==> src/rtl/fc_layer_link_if.sv <==
// Link bundle between an fc_layer output stream and the next layer's ibuf.
// master: the link (drives busy/ibuf/start/drop); slave: the surrounding stages.
interface fc_layer_link_if #(
  parameter int output_size   = 784,
  parameter int datatype_size = 4,
  parameter int func_width    = 4
);
  localparam int aw = (output_size > 1) ? $clog2(output_size) : 1;

  logic                     i_func_valid;
  logic [func_width-1:0]    i_func_data;
  logic                     o_busy;
  logic                     o_ibuf_we;
  logic [aw-1:0]            o_ibuf_addr;
  logic [datatype_size-1:0] o_ibuf_wr_data;
  logic                     o_start;
  logic                     i_dn_busy;
  logic                     o_drop;

  modport master (
    input  i_func_valid, i_func_data, i_dn_busy,
    output o_busy, o_ibuf_we, o_ibuf_addr,
    output o_ibuf_wr_data, o_start, o_drop
  );

  modport slave (
    output i_func_valid, i_func_data, i_dn_busy,
    input  o_busy, o_ibuf_we, o_ibuf_addr,
    input  o_ibuf_wr_data, o_start, o_drop
  );
endinterface

==> src/rtl/fc_layer_link.sv <==
// Layer-to-layer link: shift/clamp activations, fill next ibuf, pulse start.
// Ports: clk, rst (sync, active-low), lnk (fc_layer_link_if.master).
module fc_layer_link #(
  parameter int output_size   = 784,
  parameter int datatype_size = 4,
  parameter int func_width    = 4,
  parameter int shift         = 0,
  parameter int relu          = 1
) (
  input  logic           clk,
  input  logic           rst,
  fc_layer_link_if.master lnk
);
  localparam int aw = (output_size > 1) ? $clog2(output_size) : 1;
  localparam logic [aw-1:0] last = aw'(output_size - 1);
  localparam logic signed [31:0] maxv = 32'(2**datatype_size - 1);
  // Unsigned target: the floor is 0 with or without relu.
  localparam logic signed [31:0] minv = (relu != 0) ? 32'sd0 : 32'sd0;

  typedef enum logic [1:0] {RECV, WAIT, START, ACK} state_t;

  state_t                   state, state_n;
  logic [aw-1:0]            count, count_n;
  logic [1:0]               tmr, tmr_n;
  logic                     retry, retry_n;
  logic                     accept;
  logic signed [31:0]       v_ext, v;
  logic [datatype_size-1:0] clamped;

  assign lnk.o_busy  = rst && ((state != RECV) || lnk.i_dn_busy);
  assign lnk.o_start = (state == START);
  assign accept      = lnk.i_func_valid && !lnk.o_busy;

  always_comb begin
    v_ext = signed'({{(32-func_width){lnk.i_func_data[func_width-1]}},
                     lnk.i_func_data});
    v = v_ext >>> shift;
    if (v < minv)
      clamped = '0;
    else if (v > maxv)
      clamped = datatype_size'(maxv);
    else
      clamped = v[datatype_size-1:0];
  end

  always_comb begin
    state_n = state;
    count_n = count;
    tmr_n   = tmr;
    retry_n = retry;
    unique case (state)
      RECV: begin
        if (accept) begin
          if (count == last) begin
            count_n = '0;
            state_n = WAIT;
          end else begin
            count_n = count + aw'(1);
          end
        end
      end
      WAIT: begin
        if (!lnk.i_dn_busy) state_n = START;
      end
      START: begin
        state_n = ACK;
        tmr_n   = '0;
      end
      ACK: begin
        if (lnk.i_dn_busy) begin
          state_n = RECV;
          retry_n = 1'b0;
        end else if (tmr == 2'd3) begin
          // One re-pulse if the start was missed, then give up.
          if (retry) begin
            state_n = RECV;
            retry_n = 1'b0;
          end else begin
            state_n = START;
            retry_n = 1'b1;
          end
        end else begin
          tmr_n = tmr + 2'd1;
        end
      end
      default: state_n = RECV;
    endcase
  end

  always_ff @(posedge clk) begin
    if (!rst) begin
      state              <= RECV;
      count              <= '0;
      tmr                <= '0;
      retry              <= 1'b0;
      lnk.o_ibuf_we      <= 1'b0;
      lnk.o_ibuf_addr    <= '0;
      lnk.o_ibuf_wr_data <= '0;
      lnk.o_drop         <= 1'b0;
    end else begin
      state         <= state_n;
      count         <= count_n;
      tmr           <= tmr_n;
      retry         <= retry_n;
      lnk.o_ibuf_we <= accept;
      if (accept) begin
        lnk.o_ibuf_addr    <= count;
        lnk.o_ibuf_wr_data <= clamped;
      end
      if (lnk.i_func_valid && lnk.o_busy)
        lnk.o_drop <= 1'b1;
    end
  end
endmodule

==> src/flat_wrapper.sv <==
// flat-port wrapper written by rule: the top's interface ports become plain ports
module fc_layer_link_flat 
#(
  parameter int output_size   = 784,
  parameter int datatype_size = 4,
  parameter int func_width    = 4,
  parameter int shift         = 0,
  parameter int relu          = 1
)
  (clk, rst, lnk_i_func_valid, lnk_i_func_data, lnk_i_dn_busy, lnk_o_busy, lnk_o_ibuf_we, lnk_o_ibuf_addr, lnk_o_ibuf_wr_data, lnk_o_start, lnk_o_drop);
  fc_layer_link_if #(.output_size(output_size), .datatype_size(datatype_size), .func_width(func_width)) lnk_i ();
  input  logic clk;
  input  logic rst;
  input wire logic [$bits(lnk_i.i_func_valid)-1:0] lnk_i_func_valid;
  input wire logic [$bits(lnk_i.i_func_data)-1:0] lnk_i_func_data;
  input wire logic [$bits(lnk_i.i_dn_busy)-1:0] lnk_i_dn_busy;
  output wire logic [$bits(lnk_i.o_busy)-1:0] lnk_o_busy;
  output wire logic [$bits(lnk_i.o_ibuf_we)-1:0] lnk_o_ibuf_we;
  output wire logic [$bits(lnk_i.o_ibuf_addr)-1:0] lnk_o_ibuf_addr;
  output wire logic [$bits(lnk_i.o_ibuf_wr_data)-1:0] lnk_o_ibuf_wr_data;
  output wire logic [$bits(lnk_i.o_start)-1:0] lnk_o_start;
  output wire logic [$bits(lnk_i.o_drop)-1:0] lnk_o_drop;
  assign lnk_i.i_func_valid = lnk_i_func_valid;
  assign lnk_i.i_func_data = lnk_i_func_data;
  assign lnk_i.i_dn_busy = lnk_i_dn_busy;
  assign lnk_o_busy = lnk_i.o_busy;
  assign lnk_o_ibuf_we = lnk_i.o_ibuf_we;
  assign lnk_o_ibuf_addr = lnk_i.o_ibuf_addr;
  assign lnk_o_ibuf_wr_data = lnk_i.o_ibuf_wr_data;
  assign lnk_o_start = lnk_i.o_start;
  assign lnk_o_drop = lnk_i.o_drop;
  fc_layer_link #(.output_size(output_size), .datatype_size(datatype_size), .func_width(func_width), .shift(shift), .relu(relu)) u_core (.clk(clk), .rst(rst), .lnk(lnk_i));
endmodule
==> config.mk <==
export PLATFORM = sky130hd
export DESIGN_NAME = fc_layer_link_flat
export DESIGN_NICKNAME = d
export VERILOG_FILES = /design/src/rtl/fc_layer_link_if.sv /design/src/rtl/fc_layer_link.sv /design/src/flat_wrapper.sv
export SDC_FILE = /design/constraint.sdc
export NUM_CORES = 1
export LEC_CHECK = 0
export ABC_AREA = 1
export CORE_MARGIN = 4
export CORE_UTILIZATION = 50
export CTS_CLUSTER_DIAMETER = 60
export DETAILED_ROUTE_END_ITERATION = 16
export GPL_TIMING_DRIVEN = 0
export PLACE_DENSITY = 0.86
export SLEW_MARGIN = 30
export SYNTH_ARGS = -nofsm -noshare
export SYNTH_HDL_FRONTEND = slang
export SYNTH_SLANG_ARGS = --single-unit
==> constraint.sdc <==
create_clock -name clk -period 1.6 [get_ports clk]
set_input_delay 0.32 -clock clk [delete_from_list [all_inputs] [get_ports clk]]
set_output_delay 0.32 -clock clk [all_outputs]
set_load 0.01 [all_outputs]
# Word level (Yosys, flattened, before mapping)
# Index checks and enable logic that the tools add are counted.
[op_classes]
mul = 0
n_eq_ne = 11
n_bitwise = 0
n_reduce_logical = 13
magnitude_cmp = 2
mux = 16
n_div = 0
shift = 0
add_sub_neg = 2
[ops]
columns = ["op", "n"]
rows = [
  ["2-to-1 mux 2 bit", 8],
  ["adder 10 x 1 -> 10 bit (second input constant)", 1],
  ["equality test 10 bit (second input constant)", 1],
  ["2-to-1 mux 10 bit", 1],
  ["2-to-1 mux 4 bit", 2],
  ["case mux 2 bit (4 select lines)", 1],
  ["equality test 2 bit (second input constant)", 3],
  ["inequality test 2 bit (second input constant)", 3],
  ["nonzero test 2 bit", 3],
  ["greater-than comparator 4 x 5 -> 1 bit (second input constant)", 1],
  ["< comparator 4 x 1 -> 1 bit (second input constant)", 1],
  ["inequality test 2 x 1 -> 1 bit (second input constant)", 2],
  ["case mux 2 bit (2 select lines)", 1],
  ["AND reduction 2 bit", 2],
  ["AND reduction 4 bit", 1],
  ["logical AND 1 bit", 3],
  ["2-to-1 mux 1 bit", 3],
  ["inequality test 3 x 2 -> 1 bit (second input constant)", 1],
  ["AND reduction 3 bit", 1],
  ["adder 2 x 1 -> 2 bit (second input constant)", 1],
  ["equality test 2 x 1 -> 1 bit (second input constant)", 1],
  ["zero test 2 bit", 1],
  ["zero test 1 bit", 1],
  ["logical OR 1 bit", 1],
]
[word_totals]
reg_bits = 31
rom_bits = 0
output_inout_bits = 18
mem_count = 0
latchBits = 0
in_bits = 8
ramBits = 0

# Longest topological paths before layout
# Gate-level depths: netlist of run 1.
[depth]
ltp_word = 7
ltp_mapped = 9

# Worst setup path after synthesis of run 1
# Ideal clock, no wire load.
[synth_path]
path_type = "register -> register"
startpoint = "register u_core.count[0]"
endpoint = "register u_core.count[9]"
slack_ns = 0.222
synth_period_minus_slack_ns = 1.378
path_stages_with_launch = 9
t_arrival_ns = 1.263
path_buffers = 0
cell_sequence = "dfxtp_1 > ha_1 > nand2_1 > nor2_1 > nand4_2 > nor2_2 > nor2_4 > nand2_1 > nor2_1"
[synth_between]
elab_chain_cells = 2
[synth_rtl]
columns = ["element", "line_no", "rtl"]
rows = [
  ["start: declaration", "fc_layer_link.sv:23", "logic [aw-1:0] count, count_n;"],
  ["start signal: assignment", "fc_layer_link.sv:102", "count <= count_n;"],
  ["adder 10 x 1 -> 10 bit / equality test 10 bit (equally long branches)", "fc_layer_link.sv:58, fc_layer_link.sv:54", ""],
  ["2-to-1 mux 10 bit (*)", "fc_layer_link.sv:54", "if (count == last) begin"],
]
# Every way passes the cells marked *; elsewhere a longest branch is shown, timed or not.
# A chain may end at the register's enable or synchronous reset.

# Final worst setup path of run 1
[layout_path]
startpoint = "register u_core.lnk.o_ibuf_addr[9]"
endpoint = "output port lnk_o_ibuf_addr[9]"
[layout_rtl]
columns = ["element", "line_no", "rtl"]
rows = [
  ["start: declaration", "fc_layer_link_if.sv:22", "output o_busy, o_ibuf_we, o_ibuf_addr,"],
  ["start signal: assignment", "fc_layer_link.sv:107", "lnk.o_ibuf_addr <= count;"],
  ["end: declaration", "flat_wrapper.sv:19", "output wire logic [$bits(lnk_i.o_ibuf_addr)-1:0] lnk_o_ibuf_addr;"],
]
# No word-level cell between the ends.

==> metrics.txt, run 1 <==
Post-Synth Adder-Cell Area=1.803%; Pleak=0.0007670 uW; CTS Root Cell=clkbuf_4; Synth Area in Compound Gates=14.61%; CP peak stage delay=540 ps; peak supply drop=553.6 uV; Die Ht=60.68 um; number of hold buffers added after cts=0; worst-path cell chain=clkdlybuf4s50_1; multiplexer share of the synthesized area=0%; Critical Path RT=1280 ps; syn_nets=200; via count=1,333; final worst setup slack=45.32 ps; Cell Area, Synth=1388 um^2; Area Overhead vs Synth=26.51%; Max Cap Viol=0; synth cell count leaders=nand2_1 (40), nor2_1 (34), dfxtp_1 (31), inv_1 (18), a21oi_1 (16); register clock-pin slew on the reported worst setup and hold paths=100 ps; CP Depth=1; final cell utilization of the core=68.37%; crit path kind=flip-flop to primary output; number of global-route vias before repair=1,223; status=finished clean; number of primary I/O pins=26; xor/xnor share of the synthesized area=0%; CP bufs+invs=1; CTS tree=built; Yosys cell types=22; CP max stage cell=clkdlybuf4s50_1; cell taking the most area after synthesis=dfxtp_1; RSZ-0062 raised after global routing=false; wirelength, routed=3144 um; Worst Hold Depth=3; CP Capture Type=primary output; largest cells by area after synthesis=dfxtp_1 (45%), nand2_1 (11%), nor2_1 (9.2%), a21oi_1 (5.8%), inv_1 (4.9%); DP Wirelength=2148 um; Final min period=1555 ps; Placer Congestion=0.8035; first-iteration detailed-routing DRC count=43; post-synthesis cell count=190; wire per inst=12.43 um; Worst EP arrival=1230 ps; Diodes inserted=0; DR DRC count=0; WHS=245.9 ps; Max Fclk=0.6432 GHz; critical path fanouts, max=2; PD cells=816.3 nW/um^2; worst r2r path cells=8; Seq cells post-synth=31; Initial Util=54.04%; Core Area=2567 um^2; vias per cell=5.269; Post-DRT Antenna Nets=0; share of the synthesized area in the top cell type=44.72%; Sink Count=31; Die ar.=3682 um^2; Top Family by Delay on Critical Path=buffers and inverters; initial antenna violation count=0; Remaining Overflow, GRT=0; simple-gate share of the synthesized area=29.76%; ys flop type=dfxtp_1; Avg Inst Size Synth=7.303 um^2; Clock Path Buffers=2; CTS buffer count=5; headroom to the max-slew limit=68.69%; drt pass-1 iters=4; Clock Latency Late Sink=340 ps; Filler Cell Count=238; largest net degree at the start of global routing=11; Worst setup SP type=flip-flop; Seq/Total Area, Yosys=44.72%; Hold Path Class=input port to flip-flop; crit share post-route=97.17%; Final #Nets=232; most frequent cell after synthesis=nand2_1; Final Setup Violations=0; dpl ws=-477.7 ps; H-tree Lvls=2; I/O Buffers=24; chip width=60.68 um; layout cells sized above 1=13.00%; row count=18; share of flip-flops with an asynchronous set or reset=0%; first-pass GRT wire length=5230 um; combinational family with the most area after synthesis=simple AND/OR/NAND/NOR gates; Yosys warnings=0; Post-synth EDFFs=0; max-slew violations=0; final count of hold timing violations=0; actual slew at the worst max-slew pin=469.6 ps; Overall Global Routing Usage=19.67%; Clock Skew=8.504 ps
[final timing paths]
| check | from | to | slack (ps) |
|---|---|---|---|
| setup / recovery | u_core.lnk.o_ibuf_addr[9] | lnk_o_ibuf_addr[9] | 50 |
| hold reg to reg | u_core.lnk.o_ibuf_wr_data[3] | u_core.lnk.o_ibuf_wr_data[3] | 450 |
| hold / removal | rst | u_core.lnk.o_ibuf_addr[7] | 250 |
| setup reg to reg | u_core.count[1] | u_core.count[9] | 120 |
[registers in the layout (all words and copies together) (netlist names)]
register                   cells
u_core.count                  10
u_core.lnk.o_drop              1
u_core.lnk.o_ibuf_addr        10
u_core.lnk.o_ibuf_we           1
u_core.lnk.o_ibuf_wr_data      4
u_core.retry                   1
u_core.state                   2
u_core.tmr                     2
[per-stage QoR]
| stage | instances | area (um^2) | TNS [ps] | total power [uW] |
|---|---|---|---|---|
| floorplan | 190 | 1388 | 0 | 927.2 |
| global placement | 244 | 1665 | -2209 | 1009 |
| detailed placement | 244 | 1665 | -2466 | 1013 |
| CTS | 253 | 1729 | 0 | 1448 |
| global route | 253 | 1755 | 0 | 1509 |
| finish | 253 | 1755 | 0 | 1433 |
[layout by cell type (no fill, tap or decap), types with 3 or more instances in the layout]
cell type,instances
clkinv_2,3
a21oi_1,16
clkbuf_4,5
inv_2,3
nor2_1,33
dlygate4sd2_1,3
nand2_1,40
dfxtp_1,28
nor3_1,3
buf_6,3
nand3_1,11
clkdlybuf4s50_1,18
o21ai_1,6
nor2_4,5
inv_1,17
o21ai_0,11
[power breakdown]
| group | internal, uW | switching, uW | leakage [uW] |
|---|---|---|---|
| clock network | 163 | 275 | 0.0000347 |
| registers | 796 | 15.2 | 0.000254 |
| logic | 87.7 | 95.5 | 0.000478 |
| total | 1050 | 386 | 0.000767 |
[timing repair]
action | 4_1_cts | 5_1_grt
setup endpoints to repair | 7 | 9
pin swaps | 1 | 0
resized for setup | 10 | 7
buffers inserted | 1 | 0
[cell families after synthesis]
logic type / after synthesis
flip-flops: 31
AND/OR/NAND/NOR: 95
adder cells (fa/ha/maj): 2
buffers and inverters: 26
AO/OA/AOI/OAI: 36
[metal layers]
metal / part of all wire, % / global-route usage, % / vias up / wire, um
met3: 6.4 / 7.447 / 6 / 201
li1: - / - / 675 / -
met5: 0 / 0 / - / 0
met2: 47 / 29.62 / 36 / 1463
met4: 2.0 / 9.598 / 0 / 63
met1: 45 / 24.71 / 616 / 1416
[cell type report]
cell class | count | area, um^2 | share of cell area [%]
Multi-Input combinational cell | 133 | 661.9 | 37.71
Tap cell | 30 | 37.54 | 2.138
Buffer | 5 | 45.04 | 2.566
Timing Repair Buffer | 25 | 250.2 | 14.26
Clock buffer | 5 | 37.54 | 2.138
Inverter | 21 | 81.33 | 4.633
Clock inverter | 3 | 15.01 | 0.8553
Sequential cell | 31 | 626.9 | 35.71
No activity file was read; power rests on OpenSTA's default activity.
==> run 2: changes to the inputs <==
--- a/config.mk
+++ b/config.mk
@@ -6,13 +6,14 @@
 export NUM_CORES = 1
 export LEC_CHECK = 0
 export ABC_AREA = 1
+export CAP_MARGIN = 20
 export CORE_MARGIN = 4
 export CORE_UTILIZATION = 50
 export CTS_CLUSTER_DIAMETER = 60
 export DETAILED_ROUTE_END_ITERATION = 16
 export GPL_TIMING_DRIVEN = 0
 export PLACE_DENSITY = 0.86
-export SLEW_MARGIN = 30
+export SLEW_MARGIN = 10
 export SYNTH_ARGS = -nofsm -noshare
 export SYNTH_HDL_FRONTEND = slang
 export SYNTH_SLANG_ARGS = --single-unit
==> results of run 2 <==
The final DEF is identical to that of run 1; final timing and power are the same.
==> run 3: changes to the inputs <==
--- a/config.mk
+++ b/config.mk
@@ -12,7 +12,7 @@
 export CTS_CLUSTER_DIAMETER = 60
 export DETAILED_ROUTE_END_ITERATION = 16
 export GPL_TIMING_DRIVEN = 0
-export PLACE_DENSITY = 0.86
+export PLACE_DENSITY_LB_ADDON = 0.2
 export SLEW_MARGIN = 10
 export SYNTH_ARGS = -nofsm -noshare
 export SYNTH_HDL_FRONTEND = slang
==> run 3 against run 2 <==
Against the previous run:
- via count rose by 2.7%
- first-iteration DRC count rose by 16%
- register-to-register slack better by 20 ps
- sequential share of layout area decreased by 0.94 points
- utilization grew 2.0 points
- highest routed layer unchanged
- critical path type unchanged
- die area is the same
==> metrics.txt, run 3 (synthesis gave the netlist of run 1 again) <==
RSZ-0062 raised after global routing=false; largest net degree at the start of global routing=11 (unchanged); final worst setup slack=52.65 ps (+7.327 ps); CTS Root Cell=clkbuf_4; Top Family by Delay on Critical Path=buffers and inverters; CP max stage cell=clkdlybuf4s50_1; CTS tree=built; Clock Path Buffers=2 (unchanged); layout cells sized above 1=12.95% (-0.058 points); Design Power=1645 uW (+15%); max-slew violations=0 (unchanged); H-tree Lvls=2 (unchanged); DR DRC count=0 (unchanged); PD cells=910.6 nW/um^2 (+12%); most common cell after layout, fill and taps aside=nand2_1; CP Capture Type=primary output; drt pass-1 iters=4 (unchanged); Worst Hold Depth=3 (unchanged); Filler Cell Count=224 (-5.9%); Max Cap Viol=0 (unchanged); Clock Latency Late Sink=340 ps (about the same); DP Wirelength=2306 um (+7.4%); worst-path cell chain=clkdlybuf4s50_1; Placer Congestion=0.8515 (+6.0%); R2R Path End=u_core.count[9]; worst r2r src=u_core.count[1]; number of global-route vias before repair=1,304 (+6.6%); crit share post-route=96.71% (-0.46 points); CP peak stage delay=540 ps (about the same); final instance area=1807 um^2 (+2.9%); vias per cell=5.390 (+2.3%); dpl ws=-522.4 ps (-44.68 ps); Worst setup SP type=flip-flop; wirelength, routed=3273 um (+4.1%); Remaining Overflow, GRT=0 (unchanged); Core Area=2567 um^2 (unchanged); Post-DRT Antenna Nets=0 (unchanged); Cell Area, Placed=1665 um^2 (unchanged); wire per inst=12.89 um (+3.7%); peak supply drop=926.2 uV (+67%); actual slew at the worst max-slew pin=488.3 ps (+18.75 ps); critical path fanouts, max=2 (unchanged); Final #Nets=233 (+0.43%); number of primary I/O pins=26 (unchanged); headroom to the max-slew limit=67.44% (-1.2 points); hold path start=rst; hold endpoint=u_core.lnk.o_ibuf_addr[3]; status=finished clean; reg-to-reg setup timing slack=140 ps (+20 ps); CTS buffer count=5 (unchanged); I/O Buffers=24 (unchanged); Worst EP arrival=1230 ps (about the same); Hold Path Class=input port to flip-flop; Final min period=1547 ps (-7.327 ps); register clock-pin slew on the reported worst setup and hold paths=100 ps (about the same); Diodes inserted=0 (unchanged); Die ar.=3682 um^2 (unchanged); first-pass GRT wire length=5492 um (+5.0%); Clock Skew=9.418 ps (+0.9135 ps); largest registers=u_core.count (10), u_core.lnk.o_ibuf_addr (10), u_core.lnk.o_ibuf_wr_data (4); Area Overhead vs Synth=30.21%; crit path kind=flip-flop to primary output; Critical Path RT=1280 ps (about the same); Sink Count=31 (unchanged); Pleak=0.0008138 uW (+6.1%); most frequent cells in the layout=nand2_1 (40), nor2_1 (33), dfxtp_1 (29); worst r2r path cells=8 (unchanged); CP bufs+invs=1 (unchanged); Die Ht=60.68 um (unchanged); chip width=60.68 um (unchanged); number of hold buffers added after cts=0 (unchanged); Max Fclk=0.6463 GHz (+0.47%); via count=1,369 (+2.7%); Initial Util=54.04% (unchanged); Overall Global Routing Usage=20.15% (+0.48 points); first-iteration detailed-routing DRC count=50 (+16%); row count=18 (unchanged); final count of hold timing violations=0 (unchanged); Final Setup Violations=0 (unchanged); initial antenna violation count=0 (unchanged)
run 3: report_power, final:
group | switching (uW) | leakage [uW] | internal [uW] | total [uW]
registers | 14.8 | 0.000254 | 794 | 809
clock network | 282 | 0.0000482 | 369 | 651
logic | 98.4 | 0.000512 | 87.0 | 185
run 3: layout make-up:
type / count / area (um^2) / share of cell area (%)
Multi-Input combinational cell: 133 / 664.4 / 36.77
Sequential cell: 31 / 628.1 / 34.76
Timing Repair Buffer: 26 / 264.0 / 14.61
Inverter: 21 / 81.33 / 4.501
Clock buffer: 6 / 51.30 / 2.839
Buffer: 5 / 45.04 / 2.493
Tap cell: 30 / 37.54 / 2.078
Clock inverter: 2 / 35.03 / 1.939
run 3: repair_timing:
action / CTS / global route
pin swaps: 1 / 1
setup buffers: 0 / 2
endpoints found under the setup margin: 7 / 10
cloned: 0 / 0
gates resized for setup: 11 / 7
run 3: worst max-delay path by stage:
stage,slack [ps],cells past startpoint,end,start
2_1_floorplan,220,8,u_core.count[9],u_core.count[0]
3_3_place_gp,-480,4,lnk_o_busy,lnk_i_dn_busy
3_5_place_dp,-520,4,lnk_o_busy,lnk_i_dn_busy
4_1_cts,30,8,u_core.count[9],u_core.count[0]
5_1_grt,1,1,lnk_o_ibuf_addr[8],u_core.lnk.o_ibuf_addr[8]
6_report,50,1,lnk_o_drop,u_core.lnk.o_drop
run 3: per-stage QoR:
step	cells	util (%)	hold WS (ps)	setup TNS (ps)
2_1_floorplan	190	-	428.3	0
3_3_place_gp	244	64.86	419.1	-2245
3_5_place_dp	244	64.86	434.5	-3730
4_1_cts	252	68.76	237.5	0
5_1_grt	254	70.37	242.2	0
6_report	254	70.37	249.5	0
run 3: layer usage:
metal  track usage [%]  wire length [um]
met5                 0                 0
met2             34.50              1585
met4             9.288                81
met3             4.681               223
met1             23.77              1382
